$ cat src/rtl/mem_port_arbiter_if.sv
// Bus bundle between the fetch/LSU requesters, the arbiter and the memory port.
// slave is the arbiter's view; master is the surrounding environment's view.
interface mem_port_arbiter_if #(
    parameter int unsigned ADDR_W = 32,
    parameter int unsigned DATA_W = 32
);
    localparam int unsigned BE_W = DATA_W / 8;

    logic              if_req_i;
    logic [ADDR_W-1:0] if_addr_i;
    logic              if_gnt_o;
    logic              if_rvalid_o;
    logic [DATA_W-1:0] if_rdata_o;

    logic              dm_req_i;
    logic              dm_we_i;
    logic [BE_W-1:0]   dm_be_i;
    logic [ADDR_W-1:0] dm_addr_i;
    logic [DATA_W-1:0] dm_wdata_i;
    logic              dm_gnt_o;
    logic              dm_rvalid_o;
    logic [DATA_W-1:0] dm_rdata_o;

    logic              mem_req_o;
    logic              mem_we_o;
    logic [BE_W-1:0]   mem_be_o;
    logic [ADDR_W-1:0] mem_addr_o;
    logic [DATA_W-1:0] mem_wdata_o;
    logic              mem_gnt_i;
    logic              mem_rvalid_i;
    logic [DATA_W-1:0] mem_rdata_i;

    logic              busy_o;
    logic              err_spurious_o;

    modport slave (
        input  if_req_i, if_addr_i,
        input  dm_req_i, dm_we_i, dm_be_i, dm_addr_i, dm_wdata_i,
        input  mem_gnt_i, mem_rvalid_i, mem_rdata_i,
        output if_gnt_o, if_rvalid_o, if_rdata_o,
        output dm_gnt_o, dm_rvalid_o, dm_rdata_o,
        output mem_req_o, mem_we_o, mem_be_o, mem_addr_o, mem_wdata_o,
        output busy_o, err_spurious_o
    );

    modport master (
        output if_req_i, if_addr_i,
        output dm_req_i, dm_we_i, dm_be_i, dm_addr_i, dm_wdata_i,
        output mem_gnt_i, mem_rvalid_i, mem_rdata_i,
        input  if_gnt_o, if_rvalid_o, if_rdata_o,
        input  dm_gnt_o, dm_rvalid_o, dm_rdata_o,
        input  mem_req_o, mem_we_o, mem_be_o, mem_addr_o, mem_wdata_o,
        input  busy_o, err_spurious_o
    );
endinterface

$ cat src/rtl/mem_port_arbiter.sv
// Shares one memory port between instruction fetch and load/store, data first,
// with a starvation counter that forces fetch through after STARVE_LIMIT data wins.
module mem_port_arbiter #(
    parameter int unsigned ADDR_W       = 32,
    parameter int unsigned DATA_W       = 32,
    parameter int unsigned STARVE_LIMIT = 4
) (
    input logic               clk_i,
    input logic               rst_n_i,
    mem_port_arbiter_if.slave bus
);
    localparam int unsigned CNT_W = $clog2(STARVE_LIMIT + 1);

    typedef enum logic [1:0] {
        S_IDLE = 2'b00,
        S_LOCK = 2'b01,
        S_RESP = 2'b10
    } state_e;

    typedef enum logic {
        OWN_IF = 1'b0,
        OWN_DM = 1'b1
    } owner_e;

    state_e           state_q, state_d;
    owner_e           owner_q, owner_d;
    logic [CNT_W-1:0] starve_cnt_q, starve_cnt_d;
    logic             err_q, err_d;

    owner_e           sel;
    logic             req;
    logic             accept;
    logic             resp;
    logic             starved;

    // State register
    always_ff @(posedge clk_i or negedge rst_n_i) begin
        if (!rst_n_i) begin
            state_q      <= S_IDLE;
            owner_q      <= OWN_IF;
            starve_cnt_q <= '0;
            err_q        <= 1'b0;
        end else begin
            state_q      <= state_d;
            owner_q      <= owner_d;
            starve_cnt_q <= starve_cnt_d;
            err_q        <= err_d;
        end
    end

    // Selection, memory-side mux, grants, response routing and next state
    always_comb begin
        sel          = owner_q;
        req          = 1'b0;
        state_d      = state_q;
        owner_d      = owner_q;
        starve_cnt_d = starve_cnt_q;
        err_d        = err_q;
        starved      = starve_cnt_q >= CNT_W'(STARVE_LIMIT);

        bus.mem_we_o    = 1'b0;
        bus.mem_be_o    = '0;
        bus.mem_addr_o  = '0;
        bus.mem_wdata_o = '0;

        unique case (state_q)
            S_IDLE: begin
                req = bus.if_req_i | bus.dm_req_i;
                if (bus.dm_req_i && !starved)  sel = OWN_DM;
                else if (bus.if_req_i)         sel = OWN_IF;
                else if (bus.dm_req_i)         sel = OWN_DM;
                else                           sel = OWN_IF;
            end
            S_LOCK:  req = 1'b1;
            default: req = 1'b0;
        endcase

        if (req) begin
            if (sel == OWN_DM) begin
                bus.mem_we_o    = bus.dm_we_i;
                bus.mem_be_o    = bus.dm_be_i;
                bus.mem_addr_o  = bus.dm_addr_i;
                bus.mem_wdata_o = bus.dm_wdata_i;
            end else begin
                bus.mem_be_o    = '1;
                bus.mem_addr_o  = bus.if_addr_i;
            end
        end

        accept        = req & bus.mem_gnt_i;
        bus.mem_req_o = req;
        bus.if_gnt_o  = accept & (sel == OWN_IF);
        bus.dm_gnt_o  = accept & (sel == OWN_DM);

        // Responses are only legal while waiting for one; anything else is flagged
        resp            = (state_q == S_RESP) & bus.mem_rvalid_i;
        bus.if_rvalid_o = resp & (owner_q == OWN_IF);
        bus.dm_rvalid_o = resp & (owner_q == OWN_DM);
        bus.if_rdata_o  = bus.if_rvalid_o ? bus.mem_rdata_i : '0;
        bus.dm_rdata_o  = bus.dm_rvalid_o ? bus.mem_rdata_i : '0;
        if (bus.mem_rvalid_i && (state_q != S_RESP)) err_d = 1'b1;

        unique case (state_q)
            S_IDLE: begin
                if (req) begin
                    owner_d = sel;
                    state_d = bus.mem_gnt_i ? S_RESP : S_LOCK;
                end
            end
            S_LOCK:  if (bus.mem_gnt_i) state_d = S_RESP;
            S_RESP:  if (bus.mem_rvalid_i) state_d = S_IDLE;
            default: state_d = S_IDLE;
        endcase

        // Only data wins taken over a waiting fetch count toward starvation
        if (accept) begin
            if (sel == OWN_IF)                   starve_cnt_d = '0;
            else if (bus.if_req_i && !starved)   starve_cnt_d = starve_cnt_q + CNT_W'(1);
        end

        bus.busy_o         = (state_q != S_IDLE);
        bus.err_spurious_o = err_q;
    end
endmodule

$ cat src/flat_wrapper.sv
// flat-port wrapper written by rule: the top's interface ports become plain ports
module mem_port_arbiter_flat 
#(
    parameter int unsigned ADDR_W       = 32,
    parameter int unsigned DATA_W       = 32,
    parameter int unsigned STARVE_LIMIT = 4
)
  (clk_i, rst_n_i, bus_if_req_i, bus_if_addr_i, bus_dm_req_i, bus_dm_we_i, bus_dm_be_i, bus_dm_addr_i, bus_dm_wdata_i, bus_mem_gnt_i, bus_mem_rvalid_i, bus_mem_rdata_i, bus_if_gnt_o, bus_if_rvalid_o, bus_if_rdata_o, bus_dm_gnt_o, bus_dm_rvalid_o, bus_dm_rdata_o, bus_mem_req_o, bus_mem_we_o, bus_mem_be_o, bus_mem_addr_o, bus_mem_wdata_o, bus_busy_o, bus_err_spurious_o);
  mem_port_arbiter_if #(.ADDR_W(ADDR_W), .DATA_W(DATA_W)) bus_i ();
  input logic clk_i;
  input logic rst_n_i;
  input wire logic [$bits(bus_i.if_req_i)-1:0] bus_if_req_i;
  input wire logic [$bits(bus_i.if_addr_i)-1:0] bus_if_addr_i;
  input wire logic [$bits(bus_i.dm_req_i)-1:0] bus_dm_req_i;
  input wire logic [$bits(bus_i.dm_we_i)-1:0] bus_dm_we_i;
  input wire logic [$bits(bus_i.dm_be_i)-1:0] bus_dm_be_i;
  input wire logic [$bits(bus_i.dm_addr_i)-1:0] bus_dm_addr_i;
  input wire logic [$bits(bus_i.dm_wdata_i)-1:0] bus_dm_wdata_i;
  input wire logic [$bits(bus_i.mem_gnt_i)-1:0] bus_mem_gnt_i;
  input wire logic [$bits(bus_i.mem_rvalid_i)-1:0] bus_mem_rvalid_i;
  input wire logic [$bits(bus_i.mem_rdata_i)-1:0] bus_mem_rdata_i;
  output wire logic [$bits(bus_i.if_gnt_o)-1:0] bus_if_gnt_o;
  output wire logic [$bits(bus_i.if_rvalid_o)-1:0] bus_if_rvalid_o;
  output wire logic [$bits(bus_i.if_rdata_o)-1:0] bus_if_rdata_o;
  output wire logic [$bits(bus_i.dm_gnt_o)-1:0] bus_dm_gnt_o;
  output wire logic [$bits(bus_i.dm_rvalid_o)-1:0] bus_dm_rvalid_o;
  output wire logic [$bits(bus_i.dm_rdata_o)-1:0] bus_dm_rdata_o;
  output wire logic [$bits(bus_i.mem_req_o)-1:0] bus_mem_req_o;
  output wire logic [$bits(bus_i.mem_we_o)-1:0] bus_mem_we_o;
  output wire logic [$bits(bus_i.mem_be_o)-1:0] bus_mem_be_o;
  output wire logic [$bits(bus_i.mem_addr_o)-1:0] bus_mem_addr_o;
  output wire logic [$bits(bus_i.mem_wdata_o)-1:0] bus_mem_wdata_o;
  output wire logic [$bits(bus_i.busy_o)-1:0] bus_busy_o;
  output wire logic [$bits(bus_i.err_spurious_o)-1:0] bus_err_spurious_o;
  assign bus_i.if_req_i = bus_if_req_i;
  assign bus_i.if_addr_i = bus_if_addr_i;
  assign bus_i.dm_req_i = bus_dm_req_i;
  assign bus_i.dm_we_i = bus_dm_we_i;
  assign bus_i.dm_be_i = bus_dm_be_i;
  assign bus_i.dm_addr_i = bus_dm_addr_i;
  assign bus_i.dm_wdata_i = bus_dm_wdata_i;
  assign bus_i.mem_gnt_i = bus_mem_gnt_i;
  assign bus_i.mem_rvalid_i = bus_mem_rvalid_i;
  assign bus_i.mem_rdata_i = bus_mem_rdata_i;
  assign bus_if_gnt_o = bus_i.if_gnt_o;
  assign bus_if_rvalid_o = bus_i.if_rvalid_o;
  assign bus_if_rdata_o = bus_i.if_rdata_o;
  assign bus_dm_gnt_o = bus_i.dm_gnt_o;
  assign bus_dm_rvalid_o = bus_i.dm_rvalid_o;
  assign bus_dm_rdata_o = bus_i.dm_rdata_o;
  assign bus_mem_req_o = bus_i.mem_req_o;
  assign bus_mem_we_o = bus_i.mem_we_o;
  assign bus_mem_be_o = bus_i.mem_be_o;
  assign bus_mem_addr_o = bus_i.mem_addr_o;
  assign bus_mem_wdata_o = bus_i.mem_wdata_o;
  assign bus_busy_o = bus_i.busy_o;
  assign bus_err_spurious_o = bus_i.err_spurious_o;
  mem_port_arbiter #(.ADDR_W(ADDR_W), .DATA_W(DATA_W), .STARVE_LIMIT(STARVE_LIMIT)) u_core (.clk_i(clk_i), .rst_n_i(rst_n_i), .bus(bus_i));
endmodule
$ cat config.mk
export PLATFORM = sky130hd
export DESIGN_NAME = mem_port_arbiter_flat
export DESIGN_NICKNAME = d
export VERILOG_FILES = /design/src/rtl/mem_port_arbiter_if.sv /design/src/rtl/mem_port_arbiter.sv /design/src/flat_wrapper.sv
export SDC_FILE = /design/constraint.sdc
export NUM_CORES = 1
export LEC_CHECK = 0
export ABC_AREA = 0
export CAP_MARGIN = 20
export CORE_AREA = 2 2 108 110
export CTS_CLUSTER_DIAMETER = 80
export DETAILED_ROUTE_END_ITERATION = 7
export DIE_AREA = 0 0 110 112
export DONT_BUFFER_PORTS = 1
export PLACE_DENSITY = 0.39
export SETUP_SLACK_MARGIN = 0.5
export SYNTH_ARGS = -nofsm -noshare
export SYNTH_HDL_FRONTEND = slang
export SYNTH_SLANG_ARGS = --single-unit
export TNS_END_PERCENT = 20
$ cat constraint.sdc
create_clock -name clk_i -period 2.95 [get_ports clk_i]
set_input_delay 0.59 -clock clk_i [delete_from_list [all_inputs] [get_ports clk_i]]
set_output_delay 0.59 -clock clk_i [all_outputs]
set_load 0.01 [all_outputs]
==> run summary <==
Counting flops with a built-in enable in the synthesized netlist gives 0. The slowest cell on the critical path is sky130_fd_sc_hd__dfrtp_1. The overall overflow remaining after global route came out at 0. In this run the critical register-to-register path is launched from u_core.state_q[0]$_DFFE_PN0P_. Setup violations remaining at the end of the flow were counted as 0. In the final design database the tool counted between 400 and 500 nets.

The arrival time of the worst setup path is 1.86 ns. Timing analysis after detailed placement gives a worst setup slack of around 0.48 ns. The number of global-route vias before repair was roughly 1.7k. The peak ir drop on the vdd network came out at 0.000261 V.

The via density per instance came out at 5.02. The post-synthesis sequential area ratio is 9.12%. The Yosys step of the flow raised 0 warnings. The routed wire length per instance is 17.9 microns. The clock edge transition at the registers on the reported setup and hold paths came out at roughly 0.040 ns. The area growth from synthesis to final layout came out at 13.8%. The startpoint type of the worst setup path is a flop. The flow ran to the end, and the final reports show no timing, DRC or antenna violations. The flip-flop cell with the highest count after synthesis is sky130_fd_sc_hd__dfrtp_1.

The ratio of final minimum period to clock period is 83.1%. The die footprint came out at 0.0123 sq mm. For this run, the top clock speed supported by timing is 0.408 GHz.

Global routing consumed, over all layers together, 9.66% of the routing resources. Once layout is complete, the utilization of the core stands at 19.6%. The clock latency at the later pin of the worst-skew pair is 0.23 ns. The number of synthesized register bits is 7. The number of buffers created by CTS came out at 3. The initial antenna violation count is 0. The delay contributed by the slowest stage of the critical path is 0.51 ns.

The weighted congestion reported at the end of routability-driven placement came out at ~0.77. For this block, the routed nets add up to ~7200 microns of wire. The synthesized area per cell is around 7 sq um. In this run the worst hold path is classified as input port to asynchronous set/reset pin.

The clock passes through at most 2 buffers. The netlist uses 34 different library cells. The worst clock skew came out at roughly 0.0016 ns.

The power density relative to cell area came out at about 570 mW/mm^2. Leaving out fill and tap cells, the most frequent cell in the layout is sky130_fd_sc_hd__nand3_1. The first-pass GRT wire length is 9380 microns. In this design, the largest share of critical-path delay is due to flip-flops. Setup total negative slack on the finished layout was measured at 0 ns.

Together, buffers and inverters on the worst path number 1. At the worst endpoint, the required time is 2.36 ns. The number of inserted diodes came out at 0. The worst pin sits at a relative slew slack of 61.6%. The terminus of the critical flop-to-flop path is u_core.starve_cnt_q[0]$_DFFE_PN0P_. The starting density of the core is 17.2%. The number of detailed-route iterations in the first pass came out at 4. The number of vias after detailed routing is 2035. The leakage power total came out at 0.898 nW. The tool flagged a number of max-cap violations equal to 0. For the pin with the worst max-slew slack, the measured transition is between 0.5 and 0.6 ns. The placed cell count is 399. Hold repair after CTS inserted 0 buffers.

The worst hold-check slack came out at 0.0542 ns. The length in cells of the worst reg-to-reg path is 4. The CTS tree is yes. The largest fanout of any net on the critical path is 24. The number of H-tree branching levels is 1. The count of nets left with antenna violations after detail routing is 0. Of all flip-flops after synthesis, the portion carrying an async set or reset was 100%. The standard-cell row count is 39. The final instance count without filler cells is approximately 400. The critical path class is flop to output pin. The time the final worst path needs with I/O delays and setup is about 2.5 ns. The number of nets produced by synthesis came out at 417. The total DRC errors in the routed layout is 0. For this design the top-level I/O count stands at 279.

The proportion of layout cells with a drive suffix above 1 came out at around 10%. The clock net sink count came out at 7. The area inside the core boundary came out at 0.0112 sq mm. The hold violation count in the final report was 0. The final worst slack came out at 0.499 ns. Walking the worst path, the cells encountered are o21a_1 -> a21oi_4 -> buf_6 -> mux2i_1. The wire-length estimate of the detail-placed layout is 5660 microns. The x dimension of the die came out at 110 microns. The kind of end point of the critical path is an output pin. The cell area after technology mapping came out at 0.00192 sq mm. The internal reg-to-reg setup slack came out at roughly 1.3 ns. Setup repair after global routing could not meet its margin everywhere. The count of pins over their slew limit came out at 0. The gate count after technology mapping is 277. The maximum number of pins on one net before global-route repair came out at 70. The number of violations reported at the end of detailed-routing iteration 0 came out at 97. The root buffer cell chosen for the clock tree is sky130_fd_sc_hd__clkbuf_16. In the layout the commonest cells are sky130_fd_sc_hd__nand3_1 (65), sky130_fd_sc_hd__and2_1 (64), sky130_fd_sc_hd__nor3b_1 (33). The floorplan step set the die height to 112 microns.

Buffers placed on the I/O ports in this run total 0.
stage by stage:
stage | instance area (sq um) | total power, mW
floorplan | 1920 | 0.836
global placement | 2050 | 0.962
detailed placement | 2050 | 0.975
CTS | 2140 | 1.22
global route | 2190 | 1.34
finish | 2190 | 1.25
sequential cells by signal (all words and copies together), names as in the netlist:
name	flops
u_core.state_q	2
u_core.owner_q	1
u_core.bus.err_spurious_o	1
u_core.starve_cnt_q	3
cell families after synthesis:
kind of cell / count (synthesis) / synth area share, %
adders and majority gates: 1 / 0.651
and+or+nand+nor: 181 / 56.7
AOI/OAI and AO/OA: 18 / 6.91
buffers and inverters: 37 / 9.38
muxes: 33 / 17.2
DFF: 7 / 9.12
layout make-up:
cell class                 count  area (sq um)
clock inverter                 1          5.00
sequential                     7           175
clock buffer                   3          75.1
multi-input combinational    234          1620
tap                          143           179
fill                        1234          8990
inverter                       4          15.0
timing repair buffer          13           118
routing by layer:
metal | track usage [%] | wire length, microns | vias up
met5 | 0 | 0 | -
met3 | 2.34 | 664 | 2
met4 | 0.759 | 13 | 0
met2 | 17.7 | 3790 | 153
li1 | - | - | 939
met1 | 11.7 | 2790 | 941
cell usage after synthesis, types with 2 or more instances:
master,count,share of area [%]
sky130_fd_sc_hd__buf_1,3,0.59
sky130_fd_sc_hd__clkbuf_1,13,2.5
sky130_fd_sc_hd__nand2b_1,2,0.65
sky130_fd_sc_hd__dfrtp_1,7,9.1
sky130_fd_sc_hd__and3_1,2,0.65
sky130_fd_sc_hd__mux2i_1,33,17
sky130_fd_sc_hd__nand2_1,4,0.78
sky130_fd_sc_hd__nor2_1,3,0.59
sky130_fd_sc_hd__nand3_1,65,17
sky130_fd_sc_hd__a21boi_1,2,0.78
sky130_fd_sc_hd__o21a_1,5,2.0
sky130_fd_sc_hd__a31oi_1,2,0.65
sky130_fd_sc_hd__inv_1,3,0.59
sky130_fd_sc_hd__nor3b_1,34,13
sky130_fd_sc_hd__buf_4,3,1.2
sky130_fd_sc_hd__buf_2,12,3.1
sky130_fd_sc_hd__and2_1,64,21
sky130_fd_sc_hd__a21oi_1,2,0.52
sky130_fd_sc_hd__nor2b_1,2,0.65
sky130_fd_sc_hd__buf_6,2,1.2
worst register-to-register path, delay by kind of cell, from the launching register on:
kind	cells	cell delay (ns)
flip-flops	1	0.44
AO/OA/AOI/OAI	1	0.11
AND/OR/NAND/NOR	2	0.75
buffers and inverters	1	0.24
timing repair:
| item | 4_1_cts | 5_1_grt |
|---|---|---|
| setup buffers | 0 | 1 |
| endpoints found under the setup margin | 88 | 54 |
| gates resized for setup | 4 | 2 |
| cloned | 0 | 1 |
worst max-delay path by stage:
stage | slack, ns | startpoint | cells past startpoint | endpoint
2_1_floorplan | 0.88 | bus_if_req_i | 6 | bus_mem_addr_o[24]
3_3_place_gp | 0.53 | bus_dm_req_i | 3 | bus_mem_wdata_o[6]
3_5_place_dp | 0.48 | bus_dm_req_i | 3 | bus_mem_wdata_o[6]
4_1_cts | 0.44 | u_core.state_q[0]$_DFFE_PN0P_ | 3 | bus_mem_wdata_o[20]
5_1_grt | 0.31 | u_core.state_q[0]$_DFFE_PN0P_ | 3 | bus_dm_rdata_o[12]
6_report | 0.50 | u_core.owner_q$_DFFE_PN0P_ | 4 | bus_mem_addr_o[20]
report_power, final:
part	internal, mW	leakage [nW]	switching [mW]
logic	0.303	0.774	0.542
clock network	0.178	0.0409	0.0537
registers	0.124	0.0837	0.0450
No activity file was read; power rests on OpenSTA's default activity.
